**config.mk**
```make
export PLATFORM = sky130hd
export DESIGN_NAME = stack_host_ctrl_flat
export DESIGN_NICKNAME = d
export VERILOG_FILES = /design/src/rtl/stack_host_pkg.sv /design/src/rtl/stack_host_ctrl_if.sv /design/src/rtl/stack_host_timer.sv /design/src/rtl/stack_host_ctrl.sv /design/src/flat_wrapper.sv
export SDC_FILE = /design/constraint.sdc
export NUM_CORES = 1
export LEC_CHECK = 0
export CORE_MARGIN = 1
export CORE_UTILIZATION = 47
export CTS_CLUSTER_SIZE = 16
export DETAILED_ROUTE_END_ITERATION = 10
export PLACE_DENSITY = 0.9
export SKIP_LAST_GASP = 1
export SYNTH_ARGS = -nofsm -noshare
export SYNTH_HDL_FRONTEND = slang
export SYNTH_SLANG_ARGS = --single-unit
export TNS_END_PERCENT = 1
```
**constraint.sdc**
```tcl
create_clock -name clk -period 2.35 [get_ports clk]
set_clock_uncertainty 0.2 [all_clocks]
set_input_delay 0.705 -clock clk [delete_from_list [all_inputs] [get_ports clk]]
set_output_delay 0.705 -clock clk [all_outputs]
set_load 0.03 [all_outputs]
```
**src/rtl/stack_host_pkg.sv**
```systemverilog
// Shared types for the stack host controller: FSM states, op and error codes.
package stack_host_pkg;

    typedef enum logic [2:0] {
        S_IDLE,
        S_ISSUE,
        S_WAIT_BUSY,
        S_WAIT_DONE,
        S_RESP
    } state_t;

    localparam logic OP_PUSH = 1'b0;
    localparam logic OP_POP  = 1'b1;

    typedef enum logic [1:0] {
        ERR_OK      = 2'b00,
        ERR_FULL    = 2'b01,
        ERR_EMPTY   = 2'b10,
        ERR_TIMEOUT = 2'b11
    } err_t;

    // Only a push in flight may drive the shared bus.
    function automatic logic drives_bus(state_t s, logic op);
        return (op == OP_PUSH) &&
               (s == S_ISSUE || s == S_WAIT_BUSY || s == S_WAIT_DONE);
    endfunction

endpackage

```
**src/rtl/stack_host_ctrl_if.sv**
```systemverilog
// Host-side request/response handshake of the stack controller.
interface stack_host_ctrl_if #(
    parameter int DATA_W = 8
);
    logic              req_valid;
    logic              req_ready;
    logic              req_op;
    logic [DATA_W-1:0] req_data;
    logic              rsp_valid;
    logic [DATA_W-1:0] rsp_data;
    logic [1:0]        rsp_err;

    modport master (
        output req_valid, req_op, req_data,
        input  req_ready, rsp_valid, rsp_data, rsp_err
    );

    modport slave (
        input  req_valid, req_op, req_data,
        output req_ready, rsp_valid, rsp_data, rsp_err
    );
endinterface

```
**src/rtl/stack_host_timer.sv**
```systemverilog
// Clearable wait-cycle counter; tc flags the last permitted wait cycle.
module stack_host_timer #(
    parameter int TIMEOUT = 15
) (
    input  logic clk,
    input  logic rst,
    input  logic clr,
    input  logic en,
    output logic tc
);
    localparam int W = $clog2(TIMEOUT + 1);

    logic [W-1:0] cnt_q;

    always_ff @(posedge clk or posedge rst) begin
        if (rst) begin
            cnt_q <= '0;
        end else if (clr) begin
            cnt_q <= '0;
        end else if (en && cnt_q != W'(TIMEOUT)) begin
            cnt_q <= cnt_q + 1'b1;
        end
    end

    // High during the TIMEOUT-th wait cycle; the count reaches TIMEOUT on its edge.
    assign tc = en && (cnt_q == W'(TIMEOUT - 1));
endmodule

```
**src/rtl/stack_host_ctrl.sv**
```systemverilog
// Initiator for the 8-bit push/pop stack pin protocol with a shadow fill level.
module stack_host_ctrl
    import stack_host_pkg::*;
#(
    parameter int DATA_W  = 8,
    parameter int DEPTH   = 16,
    parameter int TIMEOUT = 15,
    localparam int LVL_W  = $clog2(DEPTH + 1)
) (
    input  logic              clk,
    input  logic              rst,
    stack_host_ctrl_if.slave  host,
    output logic [LVL_W-1:0]  level,
    output logic              stk_push,
    output logic              stk_pop,
    output logic [DATA_W-1:0] stk_dout,
    output logic [DATA_W-1:0] stk_doe,
    input  logic [DATA_W-1:0] stk_din,
    input  logic              stk_done,
    input  logic              stk_empty,
    input  logic              stk_full
);
    state_t            state_q, state_d;
    logic              op_q, op_n;
    logic [DATA_W-1:0] data_q, data_n;
    logic [LVL_W-1:0]  level_q, level_d;
    err_t              err_d;
    logic [DATA_W-1:0] rd_data_d;
    logic              tmr_clr, tmr_en, tmr_tc;
    logic              drive_d;

    logic              ready_q;
    logic              rsp_valid_q;
    logic [DATA_W-1:0] rsp_data_q;
    logic [1:0]        rsp_err_q;
    logic              push_q, pop_q;
    logic [DATA_W-1:0] dout_q, doe_q;

    stack_host_timer #(.TIMEOUT(TIMEOUT)) u_timer (
        .clk (clk),
        .rst (rst),
        .clr (tmr_clr),
        .en  (tmr_en),
        .tc  (tmr_tc)
    );

    always_comb begin
        state_d   = state_q;
        err_d     = ERR_OK;
        rd_data_d = '0;
        level_d   = level_q;
        tmr_clr   = 1'b0;
        tmr_en    = 1'b0;
        // Request fields are latched in the accept cycle.
        op_n      = (state_q == S_IDLE) ? host.req_op   : op_q;
        data_n    = (state_q == S_IDLE) ? host.req_data : data_q;

        unique case (state_q)
            S_IDLE: begin
                if (host.req_valid) begin
                    if (host.req_op == OP_PUSH && stk_full) begin
                        state_d = S_RESP;
                        err_d   = ERR_FULL;
                    end else if (host.req_op == OP_POP && stk_empty) begin
                        state_d = S_RESP;
                        err_d   = ERR_EMPTY;
                    end else begin
                        state_d = S_ISSUE;
                    end
                end
            end
            S_ISSUE: begin
                tmr_clr = 1'b1;
                state_d = S_WAIT_BUSY;
            end
            S_WAIT_BUSY: begin
                tmr_en = 1'b1;
                if (tmr_tc) begin
                    state_d = S_RESP;
                    err_d   = ERR_TIMEOUT;
                end else if (!stk_done) begin
                    state_d = S_WAIT_DONE;
                end
            end
            S_WAIT_DONE: begin
                tmr_en = 1'b1;
                if (stk_done) begin
                    state_d = S_RESP;
                    if (op_q == OP_POP) begin
                        rd_data_d = stk_din;
                        if (level_q != '0) level_d = level_q - 1'b1;
                    end else begin
                        if (level_q != LVL_W'(DEPTH)) level_d = level_q + 1'b1;
                    end
                end else if (tmr_tc) begin
                    state_d = S_RESP;
                    err_d   = ERR_TIMEOUT;
                end
            end
            S_RESP: begin
                state_d = S_IDLE;
            end
            default: begin
                state_d = S_IDLE;
            end
        endcase

        drive_d = drives_bus(state_d, op_n);
    end

    always_ff @(posedge clk or posedge rst) begin
        if (rst) begin
            state_q     <= S_IDLE;
            op_q        <= OP_PUSH;
            data_q      <= '0;
            level_q     <= '0;
            ready_q     <= 1'b1;
            rsp_valid_q <= 1'b0;
            rsp_data_q  <= '0;
            rsp_err_q   <= ERR_OK;
            push_q      <= 1'b0;
            pop_q       <= 1'b0;
            dout_q      <= '0;
            doe_q       <= '0;
        end else begin
            state_q     <= state_d;
            op_q        <= op_n;
            data_q      <= data_n;
            level_q     <= level_d;
            ready_q     <= (state_d == S_IDLE);
            rsp_valid_q <= (state_d == S_RESP);
            rsp_data_q  <= rd_data_d;
            rsp_err_q   <= err_d;
            push_q      <= (state_d == S_ISSUE) && (op_n == OP_PUSH);
            pop_q       <= (state_d == S_ISSUE) && (op_n == OP_POP);
            dout_q      <= drive_d ? data_n : '0;
            doe_q       <= drive_d ? '1 : '0;
        end
    end

    assign host.req_ready = ready_q;
    assign host.rsp_valid = rsp_valid_q;
    assign host.rsp_data  = rsp_data_q;
    assign host.rsp_err   = rsp_err_q;
    assign level          = level_q;
    assign stk_push       = push_q;
    assign stk_pop        = pop_q;
    assign stk_dout       = dout_q;
    assign stk_doe        = doe_q;
endmodule

```
**src/flat_wrapper.sv**
```systemverilog
// flat-port wrapper written by rule: the top's interface ports become plain ports
module stack_host_ctrl_flat import stack_host_pkg::*;
#(
    parameter int DATA_W  = 8,
    parameter int DEPTH   = 16,
    parameter int TIMEOUT = 15,
    localparam int LVL_W  = $clog2(DEPTH + 1)
)
  (clk, rst, level, stk_push, stk_pop, stk_dout, stk_doe, stk_din, stk_done, stk_empty, stk_full, host_req_valid, host_req_op, host_req_data, host_req_ready, host_rsp_valid, host_rsp_data, host_rsp_err);
  stack_host_ctrl_if #(.DATA_W(DATA_W)) host_i ();
  input  logic clk;
  input  logic rst;
  output logic [LVL_W-1:0] level;
  output logic stk_push;
  output logic stk_pop;
  output logic [DATA_W-1:0] stk_dout;
  output logic [DATA_W-1:0] stk_doe;
  input  logic [DATA_W-1:0] stk_din;
  input  logic stk_done;
  input  logic stk_empty;
  input  logic stk_full;
  input wire logic [$bits(host_i.req_valid)-1:0] host_req_valid;
  input wire logic [$bits(host_i.req_op)-1:0] host_req_op;
  input wire logic [$bits(host_i.req_data)-1:0] host_req_data;
  output wire logic [$bits(host_i.req_ready)-1:0] host_req_ready;
  output wire logic [$bits(host_i.rsp_valid)-1:0] host_rsp_valid;
  output wire logic [$bits(host_i.rsp_data)-1:0] host_rsp_data;
  output wire logic [$bits(host_i.rsp_err)-1:0] host_rsp_err;
  assign host_i.req_valid = host_req_valid;
  assign host_i.req_op = host_req_op;
  assign host_i.req_data = host_req_data;
  assign host_req_ready = host_i.req_ready;
  assign host_rsp_valid = host_i.rsp_valid;
  assign host_rsp_data = host_i.rsp_data;
  assign host_rsp_err = host_i.rsp_err;
  stack_host_ctrl #(.DATA_W(DATA_W), .DEPTH(DEPTH), .TIMEOUT(TIMEOUT)) u_core (.clk(clk), .rst(rst), .host(host_i), .level(level), .stk_push(stk_push), .stk_pop(stk_pop), .stk_dout(stk_dout), .stk_doe(stk_doe), .stk_din(stk_din), .stk_done(stk_done), .stk_empty(stk_empty), .stk_full(stk_full));
endmodule
```
== Word-level counts from Yosys, hierarchy flattened ==
Index checks and enable logic that the tools add are counted.
Storage, ports and cells
  word-level logic and storage cells: 73
  bits in registers: 51
  bits of input ports: 23
  output and inout bits: 35
Cells by class
  equality and inequality tests: 11
  bitwise logic cells: 2
  reduce and logical (&&, ||, !) cells: 16
  multiplexer cells: 28
  add/sub/neg operators: 3
Operators with widths (number)
  two-way mux 8 bit: 6
  two-way mux 3 bit: 7
  two-way mux 5 bit: 3
  == test 3 x 2 -> 1 bit (second input constant): 4
  one-hot mux 3 bit (4 select lines): 1
  two-way mux 2 bit: 5
  two-way mux 4 bit: 2
  logical AND 1 bit: 7
  == test 3 x 1 -> 1 bit (second input constant): 2
  zero test 3 bit: 2
  one-hot mux 2 bit (3 select lines): 1
  adder 5 x 1 -> 5 bit (second input constant): 1
  inequality test 5 bit (second input constant): 1
  nonzero test 5 bit: 1
  subtractor 5 x 1 -> 5 bit (second input constant): 1
  adder 4 x 1 -> 4 bit (second input constant): 1
  == test 4 bit (second input constant): 1
  inequality test 4 bit (second input constant): 1
  AND reduction 4 bit: 1
  nonzero test 2 bit: 2
  == test 3 bit (second input constant): 1
  two-way mux 1 bit: 3
  logical OR 1 bit: 2
  inequality test 2 bit (second input constant): 1
  other kinds (2): 3

== Depth between registers and ports, before layout ==
Gate-level depths: netlist of run 1.
  depth after elaboration: 12
  mapped depth: 7
  depth with buffers taken out: 6

== By module ==
A second synthesis of run 1 with hierarchy kept.
Second synthesis, totals
  cell total of the unflattened synthesis: 180
  area total of the unflattened synthesis: 1996.9 um^2
Modules (own cells, without submodules)
  stack_host_ctrl: seq. area each 1002.2 um^2, area each 1755.4 um^2, cells each 156, times used 1
  stack_host_timer: seq. area each 100.1 um^2, area each 241.5 um^2, cells each 24, times used 1

== Worst setup path after synthesis of run 1 ==
Ideal clock, no wire load.
  path type: register -> register
  start point: register u_core.op_q
  end point: register u_core.level_q[4] (netlist: u_core.level[4])
  arrival time: 1.814 ns
  path slack: 0.226 ns
  library setup time: 0.110 ns
  required time: 2.040 ns
  cell stages (with the launch flop): 8
  clock period less this slack: 2.124 ns
  buffers on the path: 1
  path through: dfrtp_1 > clkbuf_1 > inv_1 > fa_1 > nand2b_1 > a21o_1 > and2_1 > o41ai_1
Between the ends
  longest elaborated chain between the ends: 2
  elaborated cells on any way between the ends: 4
RTL lines
  start: declaration: line stack_host_ctrl.sv:24  | logic op_q, op_n;
  start signal: assignment: line stack_host_ctrl.sv:127  | op_q <= op_n;
  inequality test 2 bit (no source line) or nonzero test 2 bit (tied branches)
  AND reduction 4 bit (no source line)
  end signal: assignment: line stack_host_ctrl.sv:129  | level_q <= level_d;
  end: declaration: line stack_host_ctrl.sv:26  | logic [LVL_W-1:0] level_q, level_d;
Several ways; a longest one is shown, not always the timed one.
A chain may end at the register's enable or synchronous reset.

== Worst setup path in the final report of run 1 ==
  start point: register u_core.ready_q (netlist: u_core.host.req_ready)
  end point: output host_req_ready
RTL lines
  start: declaration: line stack_host_ctrl.sv:32  | logic ready_q;
  start signal: assignment: line stack_host_ctrl.sv:130  | ready_q <= (state_d == S_IDLE);
  end: declaration: line flat_wrapper.sv:25  | output wire logic [$bits(host_i.req_ready)-1:0] host_req_ready;
No word-level cell between the ends.

==> flow_metrics.tcl, run 1 <==
set metrics [dict create \
    status "complete, but fails checks" \
    violations "setup timing" \
    required_ns 1.44 \
    cts_sinks 44 \
    finalPower_mw 3.63 \
    initial_core_util_pct 48.9 \
    finalWirelength_um 3830 \
    hold_path.class "flip-flop to flip-flop" \
    pre_cts_slack_ns -0.0371 \
    ys_seq_elements 44 \
    firstDrtPassIters 4 \
    grt_usage_pct 19.9 \
    leakage_nw 1.24 \
    crit_arrival_ns 1.48 \
    grt-busiest-layer "met2" \
    crit_type "flip-flop to output pin" \
    place_hpwl_um 2740 \
    route.detailed.drc 0 \
    use_met3_pct 4.28 \
    hold_viol 0 \
    p_per_area_nw_per_um2 1350 \
    ys.flop_type "dfrtp_1" \
    tns_ns -0.0758 \
    io_pins 58 \
    met2_usage_pct 32.4 \
    io_buffers 57 \
    synth_cell_types 39 \
    nets 252 \
    start_kind "flip-flop" \
    max-vdd-ir-drop_mv 0.523 \
    final_cells 274 \
    grt_max_degree 16 \
    via_count 1373 \
    yosys.area.top_type_share_pct 55.0 \
    dieWidth_um 66.5 \
    endpoint_kind "output pin" \
    tightest_slew_ns 0.486 \
    gpl.final_weighted_congestion 0.762 \
    dieArea_um2 4420 \
    first_global_vias 1304 \
    wl_per_cell_um 14.0 \
    maxCapViolCount 0 \
    area_delta_synth_final_pct 37.4 \
    cts_buffers 5 \
    setup-violations-final 8 \
    yosys_warnings 0 \
    synthCells 161 \
    synth-seq-area-share_pct 56.4 \
    cts_tree "built" \
    synth-edff-count 0 \
    row_count 23 \
    ff2ff_setup_slack_ns 0.26 \
    syn-num-nets 190 \
    dp.cells 266 \
    ctsLongestPathBuffers 2 \
    report.final.slew_viol_count 0 \
    yosys-top-cells-area "dfrtp_1, mux2_1, nor2b_2, and3_1, ha_1" \
    holdWs_ns 0.279 \
    groute.layer.met1.usage_pct 25.2 \
    critical_path_buf_inv_count 1 \
    antennaDiodeCount 0 \
    insertion_delay_ns 0.29 \
    antenna_found_initial 0 \
    path_cells "clkdlybuf4s50_1" \
    clk_pin_slew_worst_paths_ns 0.08 \
    fmax_mhz 419 \
    rsz0062_at_grt "yes" \
    n_fill_cell 300 \
    synth_area_um2 1960 \
    fin_crit_sh_pct 101 \
    cts-root-buf "clkbuf_8" \
    maxSlewHeadroom_pct 67.4 \
    setup_ws_ns -0.0345 \
    drive_above_1_share_pct 15.2 \
    critPathMaxStageDelay_ns 0.66 \
    dieHeight_um 66.5 \
    drtIter0Drc 58 \
    coreArea_um2 4000 \
    synthArstFlopShare_pct 100 \
    synth_area_per_cell_um2 12.1 \
    synth_largest_area_cell "dfrtp_1" \
    min_period_ns 2.38 \
    cpMaxStageDelayCell "clkdlybuf4s50_1" \
    htreeDepth 2 \
    via_per_inst 5.01 \
    grt_first_pass_wirelength_um 6320 \
    crit_family "buffers and inverters" \
    critPathMaxFanout 1 \
    drtAntennaViolNets 0 \
    grt.overflow.total 0 \
]
-- cell type report --
cell class,count,area [um^2],area share (%)
inverters,8,30.0,1.12
well taps,50,62.6,2.33
clock buffers,6,72.6,2.70
clock inverters,2,35.0,1.30
multi-input cells,98,744,27.7
repair buffers,66,639,23.8
flip-flops and latches,44,1100,41.0
-- synth_stat cells (2+ instances only) --
| cell | instances |
|---|---|
| ha_1 | 5 |
| nand3_1 | 6 |
| a21o_1 | 2 |
| o211ai_1 | 2 |
| dfrtp_1 | 43 |
| nor2_1 | 9 |
| and3_1 | 10 |
| mux2_1 | 8 |
| nand2_1 | 10 |
| inv_2 | 2 |
| inv_1 | 6 |
| buf_4 | 8 |
| mux2i_1 | 3 |
| clkbuf_1 | 2 |
| o21ai_1 | 6 |
| nor2b_2 | 9 |
| nand2b_1 | 3 |
| o21ai_4 | 2 |
| xnor2_1 | 3 |
| xor2_1 | 3 |
-- worst paths after layout --
path                                        from                       to  cells past startpoint
max                        u_core.host.req_ready           host_req_ready                      1
min                             u_core.data_q[5]         u_core.data_q[5]                      1
max reg2reg                      u_core.level[0]          u_core.level[4]                      6
max in group asynchronous                    rst  u_core.host.rsp_data[5]                      3
min reg2reg                     u_core.data_q[5]         u_core.data_q[5]                      1
min in group asynchronous                    rst         u_core.data_q[3]                      2
-- timing repair --
action / in CTS / in global routing
setup buffers: 0 / 0
hold buffers: 0 / 0
gates resized for setup: 1 / 1
endpoints found under the setup margin: 11 / 12
-- through the flow --
stage / instance area [um^2] / utilization [%]
2_1_floorplan: 1960 / -
3_3_place_gp: 2580 / 64.4
3_5_place_dp: 2580 / 64.4
4_1_cts: 2680 / 67.1
5_1_grt: 2690 / 67.2
6_report: 2690 / 67.2
-- layer usage --
metal,wire [um],part of all wire (%)
met5,0,0
met4,76,2.0
met3,200,5.2
met2,1880,49
met1,1670,44
-- state kept, by name (all words and copies together) (netlist names) --
name,flops
u_core.host.req_ready,1
u_core.stk_pop,1
u_core.stk_dout,8
u_core.host.rsp_err,2
u_core.host.rsp_data,8
u_core.data_q,8
u_core.u_timer.cnt_q,4
u_core.host.rsp_valid,1
u_core.state_q,3
u_core.stk_push,1
u_core.level,5
u_core.stk_doe,1
u_core.op_q,1
-- logic make-up after synthesis --
kind of cell             Yosys count  synth area share (%)
buffers and inverters             19                  5.57
AO/OA/AOI/OAI                     20                  8.19
multiplexers                      11                  6.14
adder cells (fa/ha/maj)            6                  4.22
AND/OR/NAND/NOR                   55                  16.8
XOR/XNOR                           6                  2.69
flip-flops                        44                  56.4
-- power by group --
group	switching [mW]	leakage [nW]	internal [mW]	total [mW]
registers	0.191	0.567	1.03	1.23
logic	1.03	0.614	0.816	1.85
clock network	0.242	0.0552	0.315	0.558
total	1.46	1.24	2.17	3.63
-- worst reg2reg max path: stages (launching register included) --
cell	delay, ns
dfrtp_1	0.44
inv_1	0.09
fa_1	0.44
nand2b_1	0.17
a21o_1	0.19
and2_1	0.17
o41ai_1	0.27
-- placed cells by master (no fill, tap or decap), types with 3 or more instances in the layout --
master and instances:
nor2b_2 9, mux2_1 8, nand2b_1 3, xor2_1 3, dfrtp_1 43, ha_1 5
xnor2_1 3, buf_4 9, nand2_1 10, o21ai_1 6, nor2_1 9, mux2i_1 3
nand3_1 6, and3_1 10, clkbuf_8 5, clkdlybuf4s50_1 55, inv_1 5
Power figures use the tool's default switching activity.
==> run 2, diff against run 1 <==
Settings changed: CORE_MARGIN 1 to default.
==> results of run 2 <==
Final layout, timing and power as in run 1 (identical DEF).
==> run 3, diff against run 2 <==
Settings changed: CORE_UTILIZATION 47 to 40, PLACE_DENSITY 0.9 to 0.8, SLEW_MARGIN from default to 10.
==> flow_metrics.tcl, run 3 (synthesis gave the netlist of run 1 again) <==
set metrics [dict create \
    status "complete, but fails checks" \
    violations "setup timing" \
    start_kind "flip-flop" \
    critPathMaxStageDelay_ns 0.71 \
    cts_hold_buf 0 \
    drtIter0Drc 68 \
    grt_first_pass_wirelength_um 6130 \
    dieHeight_um 71.9 \
    critical_path_buf_inv_count 1 \
    rsz0062_at_grt "yes" \
    setup-violations-final 3 \
    io_pins 58 \
    ctsLongestPathBuffers 2 \
    setup_ws_ns -0.00470 \
    row_count 25 \
    cts-root-buf "clkbuf_8" \
    via_per_inst 4.72 \
    first_global_vias 1353 \
    fmax_mhz 425 \
    initial_core_util_pct 41.4 \
    tightest_slew_ns 0.397 \
    leakage_nw 1.22 \
    max-vdd-ir-drop_mv 0.449 \
    crit_family "buffers and inverters" \
    cts_buffers 5 \
    maxSlewHeadroom_pct 73.4 \
    post_cts_buffers 0 \
    cts_sinks 44 \
    antenna_found_initial 0 \
    finalPower_mw 3.64 \
    r2r-start "u_core.op_q" \
    dieWidth_um 71.9 \
    area_delta_synth_final_pct 38.7 \
    drtAntennaViolNets 0 \
    crit_type "flip-flop to output pin" \
    path_cells "clkdlybuf4s50_1" \
    crit_arrival_ns 1.45 \
    wl_per_cell_um 12.5 \
    antennaDiodeCount 0 \
    report.final.slew_viol_count 0 \
    cts_tree "built" \
    endpoint_kind "output pin" \
    grt_max_degree 45 \
    via_count 1363 \
    required_ns 1.44 \
    coreArea_um2 4720 \
    hold_path.class "flip-flop to flip-flop" \
    tns_ns -0.00945 \
    io_buffers 57 \
    mostFrequentLayoutCell "clkdlybuf4s50_1" \
    dieArea_um2 5170 \
    most-common-layout-cells "clkdlybuf4s50_1, dfrtp_1, nand2_1, and3_1" \
    nets 250 \
    placedInstanceArea_um2 2600 \
    min_period_ns 2.35 \
    critPathMaxFanout 8 \
    insertion_delay_ns 0.29 \
    startpoint "u_core.stk_doe[6]" \
    firstDrtPassIters 4 \
    p_per_area_nw_per_um2 1340 \
    grt_usage_pct 15.4 \
    cpMaxStageDelayCell "clkdlybuf4s50_1" \
    design_area_um2 2710 \
    worstHoldStart "u_core.data_q[2]" \
    route.detailed.drc 0 \
    holdWs_ns 0.278 \
    clk_pin_slew_worst_paths_ns 0.09 \
    finalWirelength_um 3610 \
    gpl.final_weighted_congestion 0.811 \
    grt.overflow.total 0 \
    place_hpwl_um 2650 \
    htreeDepth 2 \
    drive_above_1_share_pct 14.9 \
    maxCapViolCount 0 \
    hold_viol 0 \
    fin_crit_sh_pct 100 \
]
-- run 3: cell types whose count changed in the layout (fill, tap and decap cells not counted) --
cell,before,now
buf_12,0,1
buf_4,9,6
clkbuf_1,1,0
clkinv_2,1,0
clkinvlp_4,0,1
inv_6,0,1
-- run 3: stage by stage --
step / setup WS [ns] / util (%) / instances
after floorplan: 0.226 / - / 161
after global placement: 0.0317 / 55.0 / 281
after detailed placement: -0.0196 / 55.0 / 281
after CTS: -0.0453 / 57.4 / 289
after global routing: -0.0735 / 57.4 / 289
final: -0.00470 / 57.4 / 289
-- run 3: cell type report --
cell class | instances | area, um^2
clock inverter | 3 | 46.3
inverter | 8 | 30.0
tap | 67 | 83.8
multi-input combinational | 98 | 744
fill | 402 | 2010
clock buffer | 5 | 68.8
timing repair buffer | 64 | 637
sequential | 44 | 1100
-- run 3: power by group --
| part | switching (mW) | internal [mW] | total [mW] |
|---|---|---|---|
| Clock | 0.267 | 0.320 | 0.587 |
| Sequential | 0.203 | 1.03 | 1.24 |
| Combinational | 0.997 | 0.817 | 1.81 |
-- run 3: worst reg2reg max path: stages, from the launching register on --
cell and delay, ns:
dfrtp_1 0.48, inv_1 0.12, fa_1 0.43, nand2b_1 0.19, a21o_1 0.19, and2_1 0.16
o41ai_1 0.25
-- run 3: what timing repair did --
action                                  in CTS  in global routing
endpoints found under the setup margin      11                 11
gates resized for setup                      1                  1
hold endpoints to repair                     0                  0
-- run 3: routing by layer --
layer / global-route usage [%] / vias to the layer above / share of wire [%]
met4: 6.32 / 0 / 0.77
met1: 19.8 / 651 / 46
met3: 4.31 / 4 / 6.0
met5: 0 / - / 0
met2: 24.6 / 49 / 47
li1: - / 659 / -
-- run 3: worst paths after layout --
path                                          to  slack (ns)  cells past startpoint
hold reg to reg                 u_core.data_q[2]        0.28                      1
setup / recovery                      stk_doe[5]      -0.005                      1
hold / removal                  u_core.data_q[2]        0.28                      1
min in group asynchronous     u_core.stk_dout[7]        0.55                      3
max in group asynchronous  u_core.host.req_ready        1.14                      3
setup reg to reg                 u_core.level[4]        0.21                      6
